$ cat src/rtl/l2_request_arbiter.sv
`default_nettype none
// ============================================================================
//  Module   : l2_request_arbiter
//  Purpose  : Queues eviction writes and line-fill reads from two L1 snooper
//             ports and serialises them round-robin onto one L2/memory port.
//             Routes each fill back to the L1 that requested it.
//  Revision : 1.0  initial release
// ============================================================================
module l2_request_arbiter #(
  parameter int ADDR_W     = 32,
  parameter int LINE_W     = 128,
  parameter int FIFO_DEPTH = 4
) (
  input  logic              clk,
  input  logic              reset,

  input  logic [ADDR_W-1:0] l1a_addr,
  input  logic [LINE_W-1:0] l1a_evict_line,
  input  logic              l1a_evict_wren,
  input  logic              l1a_read_req,
  output logic [LINE_W-1:0] l1a_fill_line,
  output logic              l1a_fill_valid,

  input  logic [ADDR_W-1:0] l1b_addr,
  input  logic [LINE_W-1:0] l1b_evict_line,
  input  logic              l1b_evict_wren,
  input  logic              l1b_read_req,
  output logic [LINE_W-1:0] l1b_fill_line,
  output logic              l1b_fill_valid,

  output logic [ADDR_W-1:0] mem_addr,
  output logic [LINE_W-1:0] mem_wdata,
  output logic              mem_wren,
  output logic              mem_rden,
  input  logic [LINE_W-1:0] mem_rdata,
  input  logic              mem_rdata_valid,

  output logic              overflow_a,
  output logic              overflow_b
);

  localparam int PTR_W = $clog2(FIFO_DEPTH);
  localparam int ENT_W = 1 + ADDR_W + LINE_W;   // {is_write, addr, line}

  typedef enum logic [1:0] {
    ST_IDLE    = 2'd0,
    ST_ISSUE   = 2'd1,
    ST_WAIT_RD = 2'd2
  } state_t;

  // Per-port request views, index 0 = L1a, index 1 = L1b
  logic [1:0]        req_wr;
  logic [1:0]        req_rd;
  logic [ADDR_W-1:0] req_addr [2];
  logic [LINE_W-1:0] req_line [2];

  assign req_wr      = {l1b_evict_wren, l1a_evict_wren};
  assign req_rd      = {l1b_read_req,   l1a_read_req};
  assign req_addr[0] = l1a_addr;
  assign req_addr[1] = l1b_addr;
  assign req_line[0] = l1a_evict_line;
  assign req_line[1] = l1b_evict_line;

  logic [1:0]       fifo_empty;
  logic [1:0]       pop;
  logic [1:0]       ovf;
  logic [ENT_W-1:0] head [2];

  for (genvar p = 0; p < 2; p++) begin : g_port
    logic [ENT_W-1:0] store_q [FIFO_DEPTH];
    logic [PTR_W:0]   wptr_q, wptr_d;
    logic [PTR_W:0]   rptr_q, rptr_d;
    logic [PTR_W:0]   wptr_p1;
    logic [PTR_W:0]   used;
    logic [PTR_W:0]   slots_free;
    logic             acc_w;
    logic             acc_r;
    logic             drop;
    logic             ovf_q;

    // A slot being popped this cycle is usable by an enqueue in the same cycle
    assign used       = wptr_q - rptr_q;
    assign slots_free = (PTR_W+1)'(FIFO_DEPTH) - used + {{PTR_W{1'b0}}, pop[p]};
    assign wptr_p1    = wptr_q + {{PTR_W{1'b0}}, 1'b1};

    // Write goes in first; the read only gets a slot if one is left after it
    assign acc_w = req_wr[p] & (slots_free != '0);
    assign acc_r = req_rd[p] & (acc_w ? (slots_free >= (PTR_W+1)'(2))
                                      : (slots_free != '0));
    assign drop  = (req_wr[p] & ~acc_w) | (req_rd[p] & ~acc_r);

    assign fifo_empty[p] = (wptr_q == rptr_q);
    assign head[p]       = store_q[rptr_q[PTR_W-1:0]];
    assign ovf[p]        = ovf_q;

    // Next pointer values from accepted enqueues and the arbiter's pop
    always_comb begin
      wptr_d = wptr_q + {{PTR_W{1'b0}}, acc_w} + {{PTR_W{1'b0}}, acc_r};
      rptr_d = rptr_q + {{PTR_W{1'b0}}, pop[p]};
    end

    // Entry storage; a combined request writes two consecutive slots
    always_ff @(posedge clk) begin
      if (acc_w) begin
        store_q[wptr_q[PTR_W-1:0]] <= {1'b1, req_addr[p], req_line[p]};
      end
      if (acc_r) begin
        store_q[acc_w ? wptr_p1[PTR_W-1:0] : wptr_q[PTR_W-1:0]] <=
          {1'b0, req_addr[p], {LINE_W{1'b0}}};
      end
    end

    // Pointer registers and the sticky drop flag
    always_ff @(posedge clk or negedge reset) begin
      if (!reset) begin
        wptr_q <= '0;
        rptr_q <= '0;
        ovf_q  <= 1'b0;
      end else begin
        wptr_q <= wptr_d;
        rptr_q <= rptr_d;
        if (drop) begin
          ovf_q <= 1'b1;
        end
      end
    end
  end

  // ------------------------------------------------------------------------
  // Arbiter / issue FSM
  // ------------------------------------------------------------------------
  state_t            state_q, state_d;
  logic              last_grant_q, last_grant_d;   // 0 = A, 1 = B
  logic              iss_write_q, iss_write_d;
  logic              iss_owner_q, iss_owner_d;
  logic [ADDR_W-1:0] iss_addr_q, iss_addr_d;
  logic [LINE_W-1:0] iss_line_q, iss_line_d;
  logic              grant_b;
  logic [ENT_W-1:0]  head_sel;

  // Next-state, round-robin grant and head pop
  always_comb begin
    state_d      = state_q;
    last_grant_d = last_grant_q;
    iss_write_d  = iss_write_q;
    iss_owner_d  = iss_owner_q;
    iss_addr_d   = iss_addr_q;
    iss_line_d   = iss_line_q;
    pop          = 2'b00;
    grant_b      = 1'b0;
    head_sel     = head[0];

    unique case (state_q)
      ST_IDLE: begin
        if (!fifo_empty[0] || !fifo_empty[1]) begin
          // B wins if A is empty, or both are waiting and A went last
          grant_b      = fifo_empty[0] | (~fifo_empty[1] & ~last_grant_q);
          head_sel     = grant_b ? head[1] : head[0];
          pop          = grant_b ? 2'b10 : 2'b01;
          iss_write_d  = head_sel[ENT_W-1];
          iss_addr_d   = head_sel[ENT_W-2 -: ADDR_W];
          // Write data register only moves on writes so mem_wdata holds
          if (head_sel[ENT_W-1]) begin
            iss_line_d = head_sel[LINE_W-1:0];
          end
          iss_owner_d  = grant_b;
          last_grant_d = grant_b;
          state_d      = ST_ISSUE;
        end
      end
      ST_ISSUE: begin
        state_d = iss_write_q ? ST_IDLE : ST_WAIT_RD;
      end
      ST_WAIT_RD: begin
        if (mem_rdata_valid) begin
          state_d = ST_IDLE;
        end
      end
      default: begin
        state_d = ST_IDLE;
      end
    endcase
  end

  // FSM and issue registers; last_grant starts at B so A wins the first tie
  always_ff @(posedge clk or negedge reset) begin
    if (!reset) begin
      state_q      <= ST_IDLE;
      last_grant_q <= 1'b1;
      iss_write_q  <= 1'b0;
      iss_owner_q  <= 1'b0;
      iss_addr_q   <= '0;
      iss_line_q   <= '0;
    end else begin
      state_q      <= state_d;
      last_grant_q <= last_grant_d;
      iss_write_q  <= iss_write_d;
      iss_owner_q  <= iss_owner_d;
      iss_addr_q   <= iss_addr_d;
      iss_line_q   <= iss_line_d;
    end
  end

  assign mem_addr  = iss_addr_q;
  assign mem_wdata = iss_line_q;
  assign mem_wren  = (state_q == ST_ISSUE) &  iss_write_q;
  assign mem_rden  = (state_q == ST_ISSUE) & ~iss_write_q;

  // ------------------------------------------------------------------------
  // Fill return path
  // ------------------------------------------------------------------------
  logic              fill_hit;
  logic [LINE_W-1:0] fill_a_q, fill_b_q;
  logic              fvalid_a_q, fvalid_b_q;

  // Read data only counts while a read is outstanding
  assign fill_hit = (state_q == ST_WAIT_RD) & mem_rdata_valid;

  // Capture read data into the owner's fill register and pulse its valid
  always_ff @(posedge clk or negedge reset) begin
    if (!reset) begin
      fill_a_q   <= '0;
      fill_b_q   <= '0;
      fvalid_a_q <= 1'b0;
      fvalid_b_q <= 1'b0;
    end else begin
      fvalid_a_q <= fill_hit & ~iss_owner_q;
      fvalid_b_q <= fill_hit &  iss_owner_q;
      if (fill_hit && !iss_owner_q) begin
        fill_a_q <= mem_rdata;
      end
      if (fill_hit && iss_owner_q) begin
        fill_b_q <= mem_rdata;
      end
    end
  end

  assign l1a_fill_line  = fill_a_q;
  assign l1b_fill_line  = fill_b_q;
  assign l1a_fill_valid = fvalid_a_q;
  assign l1b_fill_valid = fvalid_b_q;
  assign overflow_a     = ovf[0];
  assign overflow_b     = ovf[1];

endmodule
`default_nettype wire

$ cat config.mk
export PLATFORM = sky130hd
export DESIGN_NAME = l2_request_arbiter
export DESIGN_NICKNAME = d
export VERILOG_FILES = /design/src/rtl/l2_request_arbiter.sv
export SDC_FILE = /design/constraint.sdc
export NUM_CORES = 2
export LEC_CHECK = 0
export ABC_AREA = 1
export BUFFER_PORTS_ARGS = -buffer_cell sky130_fd_sc_hd__buf_2
export CAP_MARGIN = 10
export CORE_MARGIN = 1.5
export CORE_UTILIZATION = 55
export CTS_CLUSTER_DIAMETER = 100
export DETAILED_ROUTE_END_ITERATION = 8
export GPL_TIMING_DRIVEN = 1
export PLACE_DENSITY = 0.75
export SLEW_MARGIN = 20
export SYNTH_ARGS = -nofsm -noshare
export SYNTH_HDL_FRONTEND = slang
export SYNTH_SLANG_ARGS = --single-unit
export TNS_END_PERCENT = 50
$ cat constraint.sdc
create_clock -name clk -period 7.54 [get_ports clk]
set_clock_uncertainty 0.1 [all_clocks]
set_input_delay 0.377 -clock clk [delete_from_list [all_inputs] [get_ports clk]]
set_output_delay 0.377 -clock clk [all_outputs]
set_load 0.03 [all_outputs]
=== Yosys cells after proc, flatten, opt, wreduce, memory -nomap -nowiden ===
Memories as Yosys holds them, arrays and structs flattened.
Cells that the tools add are included.

* Flip-flop bits (word level): 437
* Bits in latches: 0
* Memory bits (writable): 1288
* Memory bits (read-only): 0
* Bits of input ports: 455
* Logic and storage cells: 97
* Memories kept: 2

* Add/subtract/negate cells: 14
* Multiply operators: 0
* Divide/modulo/power cells: 0
* Order comparisons: 2
* Equality and inequality tests: 6
* Shift operators: 0
* Mux-type cells: 20
* Bitwise operators: 25
* Reductions and logical operators: 12

{| class="wikitable"
|+ Memories
! memory !! depth !! width !! rd ports !! clocked after memory_dff !! write ports !! line !! source
|-
| g_port[0].store_q || 4 || 161 || 1 || 0 || 2 || 70 || <nowiki>logic [ENT_W-1:0] store_q [FIFO_DEPTH];</nowiki>
|-
| g_port[1].store_q || 4 || 161 || 1 || 0 || 2 || 70 ||
|}

{| class="wikitable"
|+ Operators by type and width
! operator !! number
|-
| $mux W161 || 1
|-
| $add A3 B1 Y3 || 8
|-
| $mux W2 || 8
|-
| $and A1 B1 Y1 || 14
|-
| $mux W1 || 10
|-
| $not A1 Y1 || 8
|-
| $eq A3 B3 Y1 || 2
|-
| $ge A3 B2 Y1 const B || 2
|-
| $pmux W2 S3 || 1
|-
| $reduce_bool A3 Y1 || 2
|-
| $sub A3 B3 Y3 || 2
|-
| $sub A3 B3 Y3 const A || 2
|-
| $add A2 B1 Y2 const B || 2
|-
| $ne A2 B2 Y1 const B || 2
|-
| $reduce_and A2 Y1 || 2
|-
| $logic_not A1 Y1 || 3
|-
| $or A1 B1 Y1 || 3
|-
| $reduce_and A3 Y1 || 1
|-
| $eq A2 B1 Y1 const B || 1
|-
| $eq A2 B2 Y1 const B || 1
|-
| $logic_and A1 B1 Y1 || 2
|-
| $logic_not A2 Y1 || 1
|-
| $logic_or A1 B1 Y1 || 1
|}

=== Logic depth before layout (Yosys ltp) ===
* Word-level depth: 15
* Gate-level depth with buffers: 30
* Gate-level depth less buffers: 23

=== Worst setup path after synthesis ===
Ideal clock, no wire load.

* Kind: reg-to-reg
* Start: register g_port[1].rptr_q[0]
* End: memory g_port[0].store_q[2][128] (netlist name), enable pin
* Setup time: 0.389 ns
* Arrival: 4.750 ns
* Data required time: 7.051 ns
* Path slack: 2.301 ns
* Stages on the path, launching flop included: 26
* Path buffers: 8
* Path through: dfrtp_1 > buf_2 > inv_1 > buf_2 > buf_1 > ha_1 > nand3_2 > nand2_1 > nand2_2 > buf_6 > buf_2 > buf_2 > nor3_1 > ha_1 > fa_1 > nand2_1 > inv_1 > nor2_1 > nand2_2 > nand3_1 > a21oi_2 > nor2_4 > nand3_2 > buf_6 > buf_2 > nand2_1

{| class="wikitable"
|+ RTL lines
! what !! line !! source
|-
| from (decl) || 72 || <nowiki>logic [PTR_W:0] rptr_q, rptr_d;</nowiki>
|-
| from (signal assigned) || 121 || <nowiki>rptr_q <= rptr_d;</nowiki>
|-
| to (decl) || 70 ||
|}

==> results.md <==
| Item | Value |
|:---|:---|
| Status | finished clean |
| Number of nets produced by synthesis | 11.7k |
| Drt initial violations | 8324 |
| Unrepaired setup endpoints after global routing | false |
| Die area | 149000 um2 |
| Number of vias per cell after detailed routing | 5.57 |
| Peak ir drop on the vdd network | 0.629 mV |
| Worst path most repeated cell | sky130_fd_sc_hd__nand2_1 |
| Initial core utilization | 55.5% |
| Register area share after synthesis | 48.6% |
| Detail Placement HPWL | 167 mm |
| Count of hold buffers inserted by post-cts repair | 452 |
| Final nets | 12.4k |
| Switching component of the power | 25.0 mW |
| Clock Tree Root | sky130_fd_sc_hd__clkbuf_16 |
| Worst slew margin relative to its limit | 21.7% |
| Die W | 386 um |
| Largest driver fanout on the critical path | 90 |
| Netlist area before placement | 80800 um2 |
| Via count of the first global-routing pass | 72.6k |
| Overflow left after global routing | 0 |
| Number of antenna violations at the first check in global routing | 49 |
| Core area | 146000 um2 |
| Final routed wirelength across all metal layers | 281 mm |
| Post-Route Hold Slack | 74.7 ps |
| Least setup slack across all paths after layout | 1150 ps |
| Slew Limit Fails | 0 |
| Number of remaining DRC errors | 0 |
| Clock H-tree levels | 4 |
| Layout Utilization | 65.4% |
| Internal Dissipation | 26.0 mW |
| Global-route wire length before repair | 420 mm |
| Data required time of the critical path | 7880 ps |
| Async SR Flop Fraction | 25.3% |
| R2R Setup Slk | 1150 ps |
| Average instance area after synthesis | 7.23 um2 |
| Worst-path cell with the longest stage delay | sky130_fd_sc_hd__dfrtp_4 |
| Final setup violation count | 0 |
| Clock latency of the later-clocked register in the worst-skew pair | 820 ps |
| Number of max-cap violations | 0 |
| Setup TNS | 0 ps |
| Path category of the worst min-delay check | primary input to register |
| Placed Instances | 13.2k |
| I/O pin count | 877 |
| Biggest cell delay along the critical path | 840 ps |
| Number of synthesized register bits | 1725 |
| Vert. Die Dim | 386 um |
| Yosys synthesis warning count | 0 |
| Average wire per cell in the routed design | 20.0 um |
| Fraction of power consumed by the clock network | 17.8% |
| Largest net degree at the start of global routing | 190 |
| Prevailing post-synth register cell | sky130_fd_sc_hd__dfxtp_1 |
| Routability congestion estimate from global placement | 0.929 |
| Leakage dissipation | 50.2 nW |
| Worst-path cell chain | inv_8 > ha_1 > nand3_2 > nand2_1 > nand2_8 > inv_1 > nor2_1 > ha_1 > inv_1 > fa_1 > nand2_1 > nand2_1 > nand2_1 > nand4_4 > nand2_4 > nand2_1 > nand2_2 > nand3_4 > nand2_1 > buf_4 |
| Global router's overall resource usage | 36.2% |
| Number of detailed-route iterations in the first pass | 6 |
| WS Path Type | register to register |
| Finished layout cell area | 95300 um2 |
| Power per standard cell area | 534 nW/um2 |
| Overall power of the completed layout | 50.9 mW |
| Maximum clock rate | 157 MHz |
| Placed standard-cell area | 84700 um2 |
| Area taken by flip-flops and latches | 39300 um2 |
| Clock buffer count from CTS | 180 |
| Fraction of final layout cells sized beyond drive strength 1 | 12.0% |
| Filler-free cell count of the finished design | 14.1k |
| Count of buffers added by post-CTS timing repair for setup | 0 |
| Slew of the pin with the lowest slew margin | 1170 ps |
| Number of synthesized flops with an enable pin | 256 |
| # fillers | 12.2k |
| Sequential fraction of design power | 31.3% |
| Final Critical Period | 6390 ps |
| Growth of design area from synthesis to finish | 17.9% |
| Clock slew seen by the registers of the worst setup and hold paths | 60 ps |
| Switching power share of the total | 49.0% |
| Crit start category | register |
| Critical Path End Type | register |
| Worst setup slack after placement | 1330 ps |
| Netlist cell types | 39 |
| Clock tree buffer depth | 3 |
| Number of sinks handled by clock tree synthesis | 1725 |
| Logic gate share of total power | 50.9% |
| Number of instances in the synthesized netlist | 11.2k |
| Period utilisation layout | 84.7% |
| Data arrival time of the critical path | 6730 ps |
| Via Count | 78.4k |
| Final Hold Fails | 0 |
| Port bufs | 876 |
| Remaining number of nets flagged by the antenna check after routing | 0 |
| CTS tree | built |
| Post-cts resize count | 0 |
| Area of the multi-input gates | 31900 um2 |
| FP Rows | 140 |
## cell type report
class	count	area share, %
antenna	41	0.108
clock buffer	275	5.56
clock inverter	60	0.725
inverter	1531	6.08
multi-input combinational	7111	33.5
sequential	1725	41.2
tap	1917	2.52
timing repair buffer	1411	10.3
## registers in the layout (all words and copies together) (netlist names)
register and flops:
g_port.rptr_q 6, g_port.wptr_q 6, iss_write_q 1, last_grant_q 1
l1a_fill_valid 1, l1b_fill_line 128, g_port.store_q 1288, l1b_fill_valid 1
overflow_a 1, overflow_b 1, mem_wdata 128, iss_owner_q 1
l1a_fill_line 128, mem_addr 32, state_q 2
## final timing paths
| path | cells after the start | end | startpoint |
|---|---|---|---|
| min in group asynchronous | 2 | l1b_fill_line[21] | reset |
| min reg2reg | 2 | mem_wdata[75] | mem_wdata[75] |
| max in group asynchronous | 3 | mem_wdata[124] | reset |
| min | 5 | g_port[1].store_q[3][25] | l1b_evict_line[25] |
| max reg2reg | 20 | g_port[1].store_q[1][135] | g_port[1].rptr_q[0] |
| max | 20 | g_port[1].store_q[1][135] | g_port[1].rptr_q[0] |
## critical path: cells and delay by family (launching register included)
kind	cells	cell delay, ps
AND/OR/NAND/NOR	13	2890
buffers and inverters	4	980
flip-flops	1	840
adder cells (fa/ha/maj)	3	1090
## kinds of logic (layout without fill, tap and decap cells)
family / count (synthesis) / after routing / share of synthesized area (%)
simple gates: 4793 / 4793 / 23.4
flops: 1725 / 1725 / 48.6
xor+xnor: 5 / 5 / 0.0542
fa+ha+maj: 24 / 24 / 0.409
other cells: 0 / 41 / 0
buf+inv: 2343 / 3277 / 12.1
compound gates: 2289 / 2289 / 15.5
## power groups by stage
stage,registers [mW],clock network (mW),logic [mW]
after detailed placement,16.0,0,25.0
after CTS,15.9,9.08,25.3
after global placement,15.9,0,24.3
after global routing,16.3,9.45,28.3
final,16.0,9.04,25.9
after floorplan,17.5,0,16.1
## synth_stat cells (4+ instances only)
library cell                  n  area (um2)
sky130_fd_sc_hd__a21oi_1    138         691
sky130_fd_sc_hd__a32o_1     131        1310
sky130_fd_sc_hd__buf_1       76         285
sky130_fd_sc_hd__buf_2      281        1410
sky130_fd_sc_hd__buf_4       11        82.6
sky130_fd_sc_hd__buf_6       79         890
sky130_fd_sc_hd__clkbuf_1   365        1370
sky130_fd_sc_hd__dfrtp_1    436       10900
sky130_fd_sc_hd__dfxtp_1   1032       20700
sky130_fd_sc_hd__edfxtp_1   256        7690
sky130_fd_sc_hd__fa_1         4        80.1
sky130_fd_sc_hd__ha_1        20         250
sky130_fd_sc_hd__inv_1     1360        5100
sky130_fd_sc_hd__inv_2      169         634
sky130_fd_sc_hd__nand2_1   3843       14400
sky130_fd_sc_hd__nand2_2     20         125
sky130_fd_sc_hd__nand3_1      9        45.0
sky130_fd_sc_hd__nand3_4      7         123
sky130_fd_sc_hd__nand4_1    256        1600
sky130_fd_sc_hd__nor2_1     645        2420
sky130_fd_sc_hd__o211ai_1    29         218
sky130_fd_sc_hd__o21ai_0   1794        8980
sky130_fd_sc_hd__o221ai_1    29         254
sky130_fd_sc_hd__o22ai_1    160        1000
sky130_fd_sc_hd__xor2_1       4        35.0
## metal layers
layer	up-vias	wire, um	global-route usage [%]
met4	10	17600	22.4
met5	-	62	0
li1	36724	-	-
met2	4388	124000	55.8
met3	830	29200	7.56
met1	36458	110000	46.5
## cell usage in the layout (no fill, tap or decap), drive strengths merged
cell type and count:
nor2 647, inv 1543, clkinvlp 3, xor2 4, nand3 19, o22ai 160, edfxtp 256, o211ai 29
o21ai 1798, xnor2 1, clkbuf 275, dfstp 1, buf 959, a21oi 140, nand4 258, a32o 131
clkinv 36, bufinv 9, nor3 2, dlygate4sd3 452, ha 20, nand3b 1, diode 41, fa 4
o221ai 29, a211o 2, nand2 3865, dfrtp 436, dfxtp 1032, or2 1
Power figures use the tool's default switching activity.
